--- src/rtl/lcd_pcf8574_feeder.sv ---
// Feeds HD44780 bytes to a PCF8574 I2C expander in 4-bit mode: power-on init,
// then each accepted byte becomes four expander writes followed by a settle delay.
module lcd_pcf8574_feeder #(
  parameter int SIM        = 0,
  parameter int CYC_PER_US = 100
) (
  input  logic       clk,
  input  logic       rst,
  input  logic       in_valid,
  output logic       in_ready,
  input  logic [7:0] in_data,
  input  logic       in_rs,
  input  logic       backlight,
  output logic [7:0] i2c_data,
  output logic       i2c_write_ena,
  input  logic       i2c_busy,
  input  logic       i2c_error,
  output logic       init_done,
  output logic       err
);

  localparam logic [31:0] CPU = (SIM != 0) ? 32'd1 : 32'(CYC_PER_US);

  typedef enum logic [2:0] {
    RESET_WAIT, INIT_NIB, INIT_DLY, IDLE, SEND, WAIT_START, WAIT_DONE, POST_DLY
  } state_t;

  function automatic logic [31:0] us_load(input logic [31:0] us);
    return us * CPU - 32'd1;
  endfunction

  state_t      state, state_n;
  logic [31:0] cnt, cnt_n;
  logic        armed, armed_n;
  logic [1:0]  init_idx, init_idx_n;
  logic [1:0]  wr_idx, wr_idx_n;
  logic [7:0]  i2c_data_n;
  logic        write_ena_n;
  logic        init_done_n;
  logic        err_n;
  logic        accept;

  logic [7:0]  data_q;
  logic        rs_q;
  logic        bl_q;
  logic [7:0]  wr_byte;

  assign in_ready = (state == IDLE) && init_done;
  assign accept   = in_valid && in_ready;

  // Even write index raises EN, odd index drops it; the upper index bit picks
  // the low nibble. Init nibbles use the live backlight level.
  always_comb begin
    wr_byte = 8'h00;
    if (init_done) begin
      wr_byte = {(wr_idx[1] ? data_q[3:0] : data_q[7:4]), bl_q, ~wr_idx[0], 1'b0, rs_q};
    end else begin
      wr_byte = {((init_idx == 2'd3) ? 4'h2 : 4'h3), backlight, ~wr_idx[0], 1'b0, 1'b0};
    end
  end

  // NOTE: every signal written here gets a default first, otherwise a path
  // that skips an assignment would infer a latch.
  always_comb begin
    state_n     = state;
    cnt_n       = cnt;
    armed_n     = armed;
    init_idx_n  = init_idx;
    wr_idx_n    = wr_idx;
    i2c_data_n  = i2c_data;
    write_ena_n = 1'b0;
    init_done_n = init_done;
    err_n       = err;

    case (state)
      RESET_WAIT: begin
        // Counter comes out of reset at zero, so the power-on wait is armed here.
        if (!armed) begin
          cnt_n   = us_load(32'd40000);
          armed_n = 1'b1;
        end else if (cnt == 32'd0) begin
          state_n = INIT_NIB;
        end else begin
          cnt_n = cnt - 32'd1;
        end
      end
      INIT_NIB: begin
        wr_idx_n = 2'd0;
        state_n  = SEND;
      end
      INIT_DLY: begin
        if (cnt == 32'd0) begin
          if (init_idx == 2'd3) begin
            init_done_n = 1'b1;
            state_n     = IDLE;
          end else begin
            init_idx_n = init_idx + 2'd1;
            state_n    = INIT_NIB;
          end
        end else begin
          cnt_n = cnt - 32'd1;
        end
      end
      IDLE: begin
        if (accept) begin
          wr_idx_n = 2'd0;
          state_n  = SEND;
        end
      end
      SEND: begin
        if (!i2c_busy) begin
          write_ena_n = 1'b1;
          i2c_data_n  = wr_byte;
          state_n     = WAIT_START;
        end
      end
      WAIT_START: begin
        if (i2c_busy) state_n = WAIT_DONE;
      end
      WAIT_DONE: begin
        if (!i2c_busy) begin
          if (i2c_error) err_n = 1'b1;
          if (!init_done) begin
            if (wr_idx == 2'd1) begin
              cnt_n   = (init_idx == 2'd0) ? us_load(32'd4100) : us_load(32'd100);
              state_n = INIT_DLY;
            end else begin
              wr_idx_n = wr_idx + 2'd1;
              state_n  = SEND;
            end
          end else if (wr_idx == 2'd3) begin
            // Clear and home need the long settle time.
            cnt_n   = (!rs_q && (data_q <= 8'h03)) ? us_load(32'd2000) : us_load(32'd50);
            state_n = POST_DLY;
          end else begin
            wr_idx_n = wr_idx + 2'd1;
            state_n  = SEND;
          end
        end
      end
      POST_DLY: begin
        if (cnt == 32'd0) state_n = IDLE;
        else              cnt_n   = cnt - 32'd1;
      end
      default: state_n = RESET_WAIT;
    endcase
  end

  // NOTE: state registers use non-blocking assignment so every flop samples
  // the pre-edge values regardless of statement order.
  always_ff @(posedge clk) begin
    if (rst) begin
      state         <= RESET_WAIT;
      cnt           <= 32'd0;
      armed         <= 1'b0;
      init_idx      <= 2'd0;
      wr_idx        <= 2'd0;
      i2c_data      <= 8'h00;
      i2c_write_ena <= 1'b0;
      init_done     <= 1'b0;
      err           <= 1'b0;
    end else begin
      state         <= state_n;
      cnt           <= cnt_n;
      armed         <= armed_n;
      init_idx      <= init_idx_n;
      wr_idx        <= wr_idx_n;
      i2c_data      <= i2c_data_n;
      i2c_write_ena <= write_ena_n;
      init_done     <= init_done_n;
      err           <= err_n;
    end
  end

  // NOTE: the byte holding registers carry no reset; they are only read after
  // an acceptance has loaded them.
  always_ff @(posedge clk) begin
    if (accept) begin
      data_q <= in_data;
      rs_q   <= in_rs;
      bl_q   <= backlight;
    end
  end

endmodule

--- config.mk ---
export PLATFORM = sky130hd
export DESIGN_NAME = lcd_pcf8574_feeder
export DESIGN_NICKNAME = d
export VERILOG_FILES = /design/src/rtl/lcd_pcf8574_feeder.sv
export SDC_FILE = /design/constraint.sdc
export NUM_CORES = 1
export LEC_CHECK = 0
export ABC_AREA = 1
export BUFFER_PORTS_ARGS = -buffer_cell sky130_fd_sc_hd__buf_2
export CORE_ASPECT_RATIO = 0.7
export CORE_MARGIN = 8
export CORE_UTILIZATION = 60
export DETAILED_ROUTE_END_ITERATION = 8
export PLACE_DENSITY = 0.8
export SLEW_MARGIN = 20
export SYNTH_ARGS = -nofsm -noshare
export SYNTH_HDL_FRONTEND = slang
export SYNTH_SLANG_ARGS = --single-unit
--- constraint.sdc ---
create_clock -name clk -period 2.9 [get_ports clk]
set_clock_uncertainty 0.1 [all_clocks]
set_input_delay 0.58 -clock clk [delete_from_list [all_inputs] [get_ports clk]]
set_output_delay 0.58 -clock clk [all_outputs]
set_load 0.01 [all_outputs]
==> results of run 1 <==
==> cell families (layout without fill, tap and decap cells) <==
group	after synthesis	in the layout
adders and majority gates	6	6
other	1	1
buffers and inverters	85	116
and+or+nand+nor	300	300
AOI/OAI and AO/OA	96	96
xor gates and xnor gates	6	6
DFF	60	60
==> per-stage QoR <==
| step | hold slack [ns] | setup slack (ns) | total power, mW |
|---|---|---|---|
| 2_1_floorplan | 0.3512 | 0.4943 | 1.815 |
| 3_3_place_gp | 0.3484 | 0.7670 | 2.036 |
| 3_5_place_dp | 0.3557 | 0.6706 | 2.051 |
| 4_1_cts | 0.2948 | 0.6620 | 2.912 |
| 5_1_grt | 0.2897 | 0.4504 | 3.126 |
| 6_report | 0.3009 | 0.6283 | 2.948 |
==> registers in the layout, indices dropped and copies added, names as in the netlist <==
| signal | flops |
|---|---|
| i2c_write_ena | 1 |
| bl_q | 1 |
| wr_idx | 2 |
| init_idx | 2 |
| data_q | 8 |
| i2c_data | 7 |
| err | 1 |
| armed | 1 |
| init_done | 1 |
| state | 3 |
| rs_q | 1 |
| cnt | 32 |
==> how the worst min path moves through the flow <==
| stage | start | endpoint | slack, ns | depth (start not counted) |
|---|---|---|---|---|
| 2_1_floorplan | init_idx[1] | init_idx[1] | 0.35 | 2 |
| 3_3_place_gp | err | err | 0.35 | 2 |
| 3_5_place_dp | i2c_data[0] | i2c_data[0] | 0.36 | 2 |
| 4_1_cts | in_data[6] | data_q[6] | 0.29 | 1 |
| 5_1_grt | in_data[5] | data_q[5] | 0.29 | 1 |
| 6_report | in_data[5] | data_q[5] | 0.30 | 1 |
==> layer usage <==
| layer | routed length [µm] | up-vias | share of wire (%) |
|---|---|---|---|
| li1 | - | 1867 | - |
| met1 | 4993 | 1697 | 49 |
| met2 | 4019 | 184 | 39 |
| met3 | 1124 | 20 | 11 |
| met4 | 138 | 0 | 1.3 |
| met5 | 0 | - | 0 |
==> where the power goes <==
part / leakage [nW] / switching [mW] / internal, mW / total (mW)
Clock: 0.106 / 0.380 / 0.487 / 0.867
Combinational: 1.27 / 0.715 / 0.308 / 1.02
Sequential: 0.498 / 0.124 / 0.934 / 1.06
==> synth_stat cells <==
master	count	area [µm²]
nand2_1	109	409.1
nor2_1	97	364.1
inv_1	66	247.7
dfxtp_1	50	1001
nand3_1	48	240.2
a21oi_1	40	200.2
o21ai_0	31	155.2
nand4_1	16	100.1
edfxtp_1	10	300.3
a31oi_1	9	56.30
nor3_1	9	45.04
clkbuf_1	7	26.28
o21ai_1	7	35.03
ha_1	6	75.07
inv_2	6	22.52
nor2_2	5	31.28
xor2_1	5	43.79
buf_4	3	22.52
nand2_2	3	18.77
nand2_4	3	33.78
a211oi_1	2	15.01
a21o_1	2	15.01
buf_2	2	10.01
nand3_2	2	20.02
nor2_4	2	22.52
or2_2	2	12.51
a22oi_1	1	7.510
buf_6	1	11.26
conb_1	1	3.750
nand3b_1	1	7.510
nor3_4	1	16.27
nor4_1	1	6.260
o211ai_4	1	21.27
o21ai_2	1	8.760
o21bai_1	1	7.510
o22ai_1	1	6.260
or2_0	1	6.260
xnor2_1	1	8.760
==> critical path, delay by kind of cell, from the launching register on <==
family	cells	cell delay, ns
AND/OR/NAND/NOR	4	0.82
flip-flops	1	0.37
adder cells (fa/ha/maj)	1	0.18
buffers and inverters	4	0.47
AO/OA/AOI/OAI	3	0.25
==> area by class of cell <==
cell class / count / area (µm²)
repair buffers: 28 / 147.6
clock inverters: 7 / 101.3
flip-flops and latches: 60 / 1301
inverters: 72 / 270.3
clock buffers: 9 / 123.9
multi-input cells: 409 / 1999
fillers: 530 / 1747
well taps: 75 / 93.84
==> impl_metrics.csv, run 1 <==
group,metric,value,unit
outcome,status,"finished, final reports clean",
grt,grt_max_degree,28,
timing,tns,0,ns
detailed_routing,routed_via_density,5.709,
placement,post-dp-hpwl,7698,µm
placement,placed_cells,644,
detailed_routing,drc,0,
critical_path,cp-end-kind,"flip-flop",
clock_tree,cts_htree_levels,3,
finish,layout.nets,601,
synthesis,synth_fa_ha_area_share,2.065,%
placement,place_area,3812,µm²
placement,port_buffers,25,
critical_path,crit_chain,"inv_1 > ha_1 > inv_1 > nor2_1 > o211ai_4 > nand2_4 > inv_2 > nor2_4 > a21oi_1 > o21ai_1 > nand2_1 > inv_1",
timing,fin_crit_sh,78.33,%
flow_run,max_cap_viol_count,0,
timing,setup_violations,0,
finish,drive_above_1_share,12.14,%
grt,grtUsageMet1,35.95,%
critical_path,required,3.10,ns
clock_tree,cts_tree,"built",
critical_path,cpMostUsedCell,"inv_1",
synthesis,synth_warnings,0,
grt,use_met2,33.03,%
critical_path,critPathArrivalTime,2.47,ns
critical_path,crit_slowest_cell,"dfxtp_1",
clock_tree,cts.sinks,60,
synthesis,ys_seq_area_share,35.80,%
critical_path,rrSetupSlack,0.63,ns
finish,final_cell_mix,"109 x nand2_1, 97 x nor2_1, 66 x inv_1, 50 x dfxtp_1, 48 x nand3_1",
grt,grt_pass1_wl,16910,µm
clock_tree,cts_setup_buffers,0,
timing,rsz0062_at_grt,"false",
grt,grt_pass1_vias,3389,
critical_path,setup.worst_path.end,"cnt[0]",
timing,hold_viol_final,0,
grt,antenna_found_initial,0,
die,dieArea,8844,µm²
finish,finish.instance_area,4038,µm²
clock_tree,post_cts_resized,0,
timing,finalCriticalPeriod,2.272,ns
critical_path,cp-start-kind,"flip-flop",
clock_tree,cts_buffers,9,
grt,grt.overflow.total,0,
die,die_w,109.0,µm
detailed_routing,drtAntennaViolNets,0,
clock_tree,clkTransAtPathRegs,0.07,ns
timing,fmax,440.2,MHz
pwr,ir_drop,0.4665,mV
synthesis,yosysUniqueCellTypes,38,
detailed_routing,via_count,3768,
synthesis,netlist_area,3635,µm²
clock_tree,ctsHoldBuffers,0,
synthesis,syn_nets,575,
critical_path,slowest_delay,0.37,ns
die,die_y,81.12,µm
die,top_level_ports,27,
finish,final_core_util,69.80,%
timing,tightestPinTransition,0.8633,ns
synthesis,synth_compound_area_share,14.53,%
critical_path,setup.worst_path.start,"wr_idx[1]",
detailed_routing,wl_per_cell,15.57,µm
grt,top_usage_layer,"met1",
clock_tree,insertion_delay,0.36,ns
pwr,leakagePower,1.874,nW
pwr,power_density,730.0,nW/µm²
synthesis,ys_ff_latch,60,
synthesis,synthXorXnorAreaFrac,1.446,%
synthesis,synth_top_family_by_area,"simple AND/OR/NAND/NOR gates",
synthesis,synthCells,554,
finish,layoutNonFillerInstCount,660,
critical_path,timing.rr.end,"cnt[0]",
finish,final_common_cell,"nand2_1",
grt,global_route.usage.met3,7.273,%
finish,diodes,0,
placement,routabilityCongestion,1.032,
detailed_routing,drtIter0Drc,481,
finish,areaGrowthSynthToFinish,11.08,%
clock_tree,clockBufferDepth,2,
timing,timing.max_slew.rel_slack,42.23,%
synthesis,avgSynthCellArea,6.561,µm²
die,rows,23,
critical_path,r2r_cells,12,
critical_path,cp_max_fo,27,
synthesis,synthMuxAreaShare,0,%
detailed_routing,first_pass_iters,5,
critical_path,worstReg2RegStart,"wr_idx[1]",
timing,slew_viol_final,0,
detailed_routing,finalWirelength,10280,µm
grt,track_usage,24.32,%
die,initial_utilization,62.84,%
synthesis,synthSimpleGateAreaFrac,36.70,%
clock_tree,root_buffer,"clkbuf_8",
critical_path,critical_path_class,"reg -> reg",
die,core_area,5784,µm²
hold_path,hold_path_class,"in -> reg",
Power figures use the tool's default switching activity.
==> run 2: changes to the inputs <==
Settings changed: ABC_AREA 1 to 0, CORE_UTILIZATION 60 to 54, PLACE_DENSITY 0.8 to 0.76.
Clock period 2.9 ns to 1.93 ns, I/O delays scaled along.
==> run 2 against run 1 <==
Against the previous run:
- the run now ends with negative setup slack left
- non-clock buffer count increased by 122
- core utilization grew 20 points
- global-route usage up 4.6 points
- die area down 0.90%
==> impl_metrics.csv, run 2 <==
group,metric,value,unit
detailed_routing,wl_per_cell,25.80,µm
critical_path,rrSetupSlack,-0.84,ns
critical_path,setup.worst_path.end,"cnt[9]",
critical_path,critical_path_class,"reg -> reg",
synthesis,avgSynthCellArea,8.426,µm²
die,initial_utilization,56.22,%
critical_path,cpMostUsedCell,"nor3_1",
synthesis,synth_fa_ha_area_share,2.320,%
placement,post-dp-hpwl,7606,µm
grt,grt.overflow.total,0,
finish,reg_top3,"cnt (32), data_q (8), i2c_data (7)",
finish,layout.nets,545,
detailed_routing,finalWirelength,15580,µm
synthesis,ys_seq_area_share,40.22,%
placement,port_buffers,25,
finish,final_cell_mix,"106 x buf_4, 42 x nor2_1, 42 x dfxtp_1, 30 x a21oi_1, 25 x buf_2",
detailed_routing,first_pass_iters,7,
finish,areaGrowthSynthToFinish,58.97,%
clock_tree,cts.sinks,60,
grt,grt_pass1_wl,19710,µm
synthesis,ys_ff_latch,60,
timing,tns,-20.44,ns
timing,finalHoldWorstSlack,0.07726,ns
critical_path,cp-start-kind,"flip-flop",
critical_path,crit_chain,"inv_1 > ha_1 > mux2i_1 > nor3_1 > buf_4 > nor2_2 > buf_12 > nor3_1 > a21oi_1 > a31oi_1",
finish,final_common_cell,"buf_4",
synthesis,synthXorXnorAreaFrac,4.331,%
synthesis,synth_common_cells,"50 x dfxtp_1, 50 x nor2_1, 35 x a21oi_1",
synthesis,synth_top_family_by_area,"simple AND/OR/NAND/NOR gates",
critical_path,setup.worst_path.start,"wr_idx[1]",
timing,fin_crit_sh,143.3,%
finish,final_core_util,89.37,%
die,die_y,80.77,µm
outcome,violations,"negative setup slack",
clock_tree,clockBufferDepth,2,
timing,slew_viol_final,0,
critical_path,required,2.13,ns
outcome,status,"finished, violations left",
synthesis,netlist_area,3236,µm²
placement,routabilityCongestion,0.9277,
finish,drive_above_1_share,47.45,%
timing,hold_viol_final,0,
finish,regArea,1319,µm²
finish,fillers,230,
synthesis,synthCells,384,
synthesis,synth_top_area_share,30.94,%
grt,antenna_found_initial,1,
clock_tree,cts_tree,"built",
finish,diodes,0,
critical_path,timing.rr.end,"cnt[9]",
critical_path,crit_slowest_cell,"nor3_1",
synthesis,synth_warnings,0,
detailed_routing,drc,0,
pwr,power.total,4.413,mW
critical_path,r2r_cells,10,
die,top_level_ports,27,
grt,grt_max_degree,19,
synthesis,synthTopCellsByArea,"dfxtp_1 31%, edfxtp_1 9.3%, nor2_1 5.8%",
hold_path,hold_path_class,"in -> reg",
critical_path,worstReg2RegStart,"wr_idx[1]",
synthesis,yosysTopAreaCell,"dfxtp_1",
synthesis,synth-main-ff-cell,"dfxtp_1",
synthesis,synthMuxAreaShare,2.552,%
grt,grt_pass1_vias,3849,
detailed_routing,drtIter0Drc,876,
clock_tree,cts_buffers,9,
die,dieArea,8765,µm²
clock_tree,root_buffer,"clkbuf_8",
pwr,ir_drop,0.6681,mV
die,die_w,108.5,µm
critical_path,cp_max_fo,11,
finish,multi_input_area,2318,µm²
timing,finalCriticalPeriod,2.766,ns
grt,track_usage,28.89,%
synthesis,synth_enable_flop_cells,10,
clock_tree,insertion_delay,0.39,ns
timing,tightestPinTransition,0.7890,ns
finish,largest_reg_flops,32,
die,core_area,5756,µm²
synthesis,synthSimpleGateAreaFrac,27.11,%
timing,setup_violations,40,
critical_path,critPathArrivalTime,2.97,ns
synthesis,synth_compound_area_share,19.30,%
timing,rsz0062_at_grt,"true",
detailed_routing,via_count,4378,
die,rows,23,
pwr,power_density,858.0,nW/µm²
critical_path,cp-end-kind,"flip-flop",
synthesis,yosysUniqueCellTypes,55,
synthesis,syn_nets,405,
flow_run,max_cap_viol_count,0,
pwr,leakagePower,1.992,nW
detailed_routing,drtAntennaViolNets,0,
critical_path,critPathBufInv,3,
clock_tree,cts_htree_levels,3,
timing,fmax,361.5,MHz
critical_path,critPathTopFamily,"simple AND/OR/NAND/NOR gates",
critical_path,slowest_delay,0.66,ns
timing,finalWorstSetupSlack,-0.8363,ns
clock_tree,clkTransAtPathRegs,0.09,ns
detailed_routing,routed_via_density,7.248,
synthesis,async_flop_share,0,%
finish,regMostFlops,"cnt",
timing,timing.max_slew.rel_slack,46.99,%
placement,pre_cts_slack,-0.5866,ns
critical_path,worstSetupPathDepth,10,
[run 2: cell types whose count changed after synthesis, moves of 20 or more]
cell and delta:
inv_1 -56, nand2_1 -84, nand3_1 -41, nor2_1 -47, nor4_1 +20, o21ai_0 -21
[run 2: timing repair]
action | CTS | global route
buffers inserted | 8 | 14
gates cloned | 1 | 0
resized for setup | 70 | 50
endpoints found under the setup margin | 40 | 41
pin swaps | 29 | 26
hold buffers | 0 | 0
[run 2: worst min path at each step]
stage                start     endpoint  slack [ns]  depth (start not counted)
2_1_floorplan      cnt[31]      cnt[31]        0.37                          2
3_3_place_gp   i2c_data[6]  i2c_data[6]        0.34                          2
6_report        in_data[7]    data_q[7]        0.08                          1
5_1_grt         in_data[5]    data_q[5]        0.09                          1
4_1_cts         in_data[5]    data_q[5]        0.09                          1
3_5_place_dp   i2c_data[7]  i2c_data[7]        0.35                          2
[run 2: worst reg2reg max path, cell delays in order (launching register included)]
cell	delay, ns
dfxtp_4	0.37
inv_1	0.10
ha_1	0.19
mux2i_1	0.12
nor3_1	0.21
buf_4	0.18
nor2_2	0.10
buf_12	0.21
nor3_1	0.66
a21oi_1	0.24
a31oi_1	0.22
[run 2: final cells by class]
type / count / share of cell area, %
multi-input combinational: 293 / 45.07
inverter: 10 / 0.8270
clock buffer: 10 / 2.895
timing repair buffer: 150 / 22.72
tap: 75 / 1.824
clock inverter: 6 / 1.022
sequential: 60 / 25.64
[run 2: logic make-up (layout without fill, tap and decap cells)]
| family | after synthesis | in the layout |
|---|---|---|
| adder cells (fa/ha/maj) | 6 | 6 |
| AND/OR/NAND/NOR | 166 | 166 |
| AO/OA/AOI/OAI | 96 | 96 |
| flip-flops | 60 | 60 |
| buffers and inverters | 31 | 176 |
| XOR/XNOR | 16 | 16 |
| multiplexers | 8 | 8 |
| other | 1 | 1 |
[run 2: stage by stage]
stage	instances	instance area [µm²]
final	604	5144
after global placement	566	4254
after floorplan	384	3344
after CTS	591	4820
after global routing	604	5144
after detailed placement	566	4254
[run 2: power breakdown]
group / total, mW / switching [mW] / internal [mW]
combinational: 1.73 / 1.01 / 0.727
clock: 1.22 / 0.657 / 0.565
sequential: 1.46 / 0.0917 / 1.37
total: 4.41 / 1.76 / 2.66
[run 2: per-layer routing]
| metal | wire [µm] | track usage [%] |
|---|---|---|
| met5 | 0 | 0 |
| met4 | 1330 | 14.69 |
| met3 | 2413 | 9.012 |
| met2 | 6493 | 46.66 |
| met1 | 5345 | 34.38 |
==> run 3: changes to the inputs <==
Settings changed: CELL_PAD_IN_SITES_DETAIL_PLACEMENT set to 1, CELL_PAD_IN_SITES_GLOBAL_PLACEMENT set to 1, CORE_UTILIZATION 54 to 41, PLACE_DENSITY 0.76 to not set, PLACE_DENSITY_LB_ADDON set to 0.1, TNS_END_PERCENT set to 50.
==> run 3 against run 2 <==
Against the previous run:
- the run still ends with negative setup slack left
- non-clock buffer count decreased by 13
- fmax grew 14%
- first-iteration DRC count fell by 61%
- core utilization down 25 points
- via count is 15% lower
- wire length decreased by 11%
- largest cell class unchanged
- highest routed layer unchanged
==> impl_metrics.csv, run 3 (synthesis results as in run 2) <==
group,metric,value,unit
grt,use_met2,36.81,%
grt,antenna_found_initial,0,
finish,multi_input_area,2168,µm²
timing,fin_crit_sh,126.1,%
critical_path,setup.worst_path.start,"cnt[8]",
finish,final_cell_mix,"99 x buf_4, 45 x nor2_1, 40 x dfxtp_1, 31 x a21oi_1, 25 x buf_2",
timing,setup_violations,39,
timing,hold_viol_final,0,
timing,fmax,410.8,MHz
die,rows,27,
die,initial_utilization,41.64,%
grt,top_usage_layer,"met2",
outcome,violations,"negative setup slack",
pwr,leakagePower,1.945,nW
critical_path,r2r_cells,6,
outcome,status,"finished, violations left",
clock_tree,cts.sinks,60,
timing,timing.max_slew.rel_slack,49.88,%
grt,track_usage,24.43,%
detailed_routing,finalWirelength,13900,µm
finish,regMostFlops,"cnt",
detailed_routing,drc,0,
finish,layoutNonFillerInstCount,617,
placement,pre_cts_slack,-0.5509,ns
critical_path,cp_max_fo,4,
detailed_routing,routed_via_density,6.053,
die,die_y,90.33,µm
timing,tightestPinTransition,0.7491,ns
pwr,ir_drop,0.5515,mV
detailed_routing,via_count,3735,
grt,global_route.usage.met3,6.433,%
clock_tree,insertion_delay,0.34,ns
timing,finalHoldWorstSlack,0.1209,ns
timing,slew_viol_final,0,
die,dieArea,11040,µm²
critical_path,worstReg2RegStart,"cnt[8]",
timing,rsz0062_at_grt,"true",
critical_path,cp-start-kind,"flip-flop",
clock_tree,ctsHoldBuffers,0,
grt,grtUsageMet1,32.55,%
grt,grt_pass1_wl,20980,µm
clock_tree,clkTransAtPathRegs,0.06,ns
finish,drive_above_1_share,43.60,%
clock_tree,root_buffer,"clkbuf_16",
placement,port_buffers,25,
detailed_routing,wl_per_cell,22.53,µm
grt,grt_pass1_vias,3859,
critical_path,cp-end-kind,"flip-flop",
grt,grt.overflow.total,0,
timing,finalCriticalPeriod,2.434,ns
detailed_routing,drtAntennaViolNets,0,
finish,fillers,891,
clock_tree,cts_tree,"built",
finish,largest_reg_flops,32,
critical_path,rrSetupSlack,-0.50,ns
timing,finalWorstSetupSlack,-0.5041,ns
critical_path,crit_chain,"or4_4 > or4_4 > or3_4 > a21oi_4 > a21oi_1 > a311oi_1",
placement,place_area,4319,µm²
finish,final_common_cell,"buf_4",
clock_tree,clockBufferDepth,2,
finish,reg_top3,"cnt (32), data_q (8), i2c_data (7)",
finish,diodes,0,
flow_run,max_cap_viol_count,0,
die,die_w,122.2,µm
placement,routabilityCongestion,0.9107,
detailed_routing,first_pass_iters,5,
critical_path,critical_path_class,"reg -> reg",
die,top_level_ports,27,
placement,post-dp-hpwl,9119,µm
grt,grt_max_degree,18,
critical_path,cpMostUsedCell,"or4_4",
critical_path,crit_slowest_cell,"or4_4",
finish,layout.nets,532,
critical_path,setup.worst_path.end,"state[0]",
detailed_routing,drtIter0Drc,344,
critical_path,timing.rr.end,"state[0]",
critical_path,required,2.07,ns
finish,finish.instance_area,5010,µm²
critical_path,slowest_delay,0.53,ns
critical_path,critPathArrivalTime,2.57,ns
hold_path,hold_path_class,"in -> reg",
pwr,power_density,950.3,nW/µm²
placement,placed_cells,593,
finish,areaGrowthSynthToFinish,54.83,%
finish,regArea,1314,µm²
clock_tree,cts_buffers,9,
die,core_area,7770,µm²
clock_tree,cts_htree_levels,3,
==> run 3: cell count changes in the layout (fill, tap and decap cells not counted), sizes merged <==
cell      previous run  this run
clkbuf              10        11
inv                 13        10
buf                150       137
clkinv               3         2
clkinvlp             0         1
bufinv               0         2
==> run 3: final cells by class <==
| class | instances | area share (%) |
|---|---|---|
| Inverter | 10 | 0.7493 |
| Multi-Input combinational cell | 293 | 43.28 |
| Clock buffer | 11 | 4.645 |
| Clock inverter | 5 | 1.548 |
| Tap cell | 101 | 2.522 |
| Timing Repair Buffer | 137 | 21.03 |
| Sequential cell | 60 | 26.22 |
==> run 3: power breakdown <==
part | internal, mW | total [mW] | switching, mW
clock network | 1.13 | 1.71 | 0.585
logic | 0.710 | 1.60 | 0.888
registers | 1.37 | 1.45 | 0.0804
==> run 3: how the worst min path moves through the flow <==
stage	startpoint	end	slack, ns	cells after the start
after floorplan	cnt[31]	cnt[31]	0.37	2
after global placement	i2c_data[7]	i2c_data[7]	0.34	2
after detailed placement	i2c_data[7]	i2c_data[7]	0.35	2
after CTS	in_data[7]	data_q[7]	0.12	1
after global routing	in_data[7]	data_q[7]	0.11	1
final	in_data[7]	data_q[7]	0.12	1
==> run 3: routing by layer <==
layer	wire, µm	part of all wire, %	vias up
met5	0	0	-
met4	355	2.6	0
met3	838	6.0	31
met2	6364	46	137
met1	6339	46	1877
li1	-	-	1690
==> run 3: what timing repair did <==
| action | CTS | global route |
|---|---|---|
| resized for setup | 55 | 26 |
| cloned | 1 | 0 |
| pin swaps | 26 | 10 |
| setup endpoints to repair | 41 | 51 |
| endpoints found under the hold margin | 0 | 0 |
| setup buffers | 7 | 2 |
==> run 3: per-stage QoR <==
step	setup TNS (ns)	power (mW)	util [%]
2_1_floorplan	-15.75	2.103	-
3_3_place_gp	-14.95	2.731	55.59
3_5_place_dp	-16.60	2.788	55.59
4_1_cts	-14.43	4.646	63.14
5_1_grt	-18.65	4.934	64.48
6_report	-15.27	4.761	64.48
==> run 3: critical path, delay by kind of cell, from the launching register on <==
kind | cells | cell delay, ns
DFF | 1 | 0.31
and+or+nand+nor | 3 | 1.43
AOI/OAI and AO/OA | 3 | 0.48
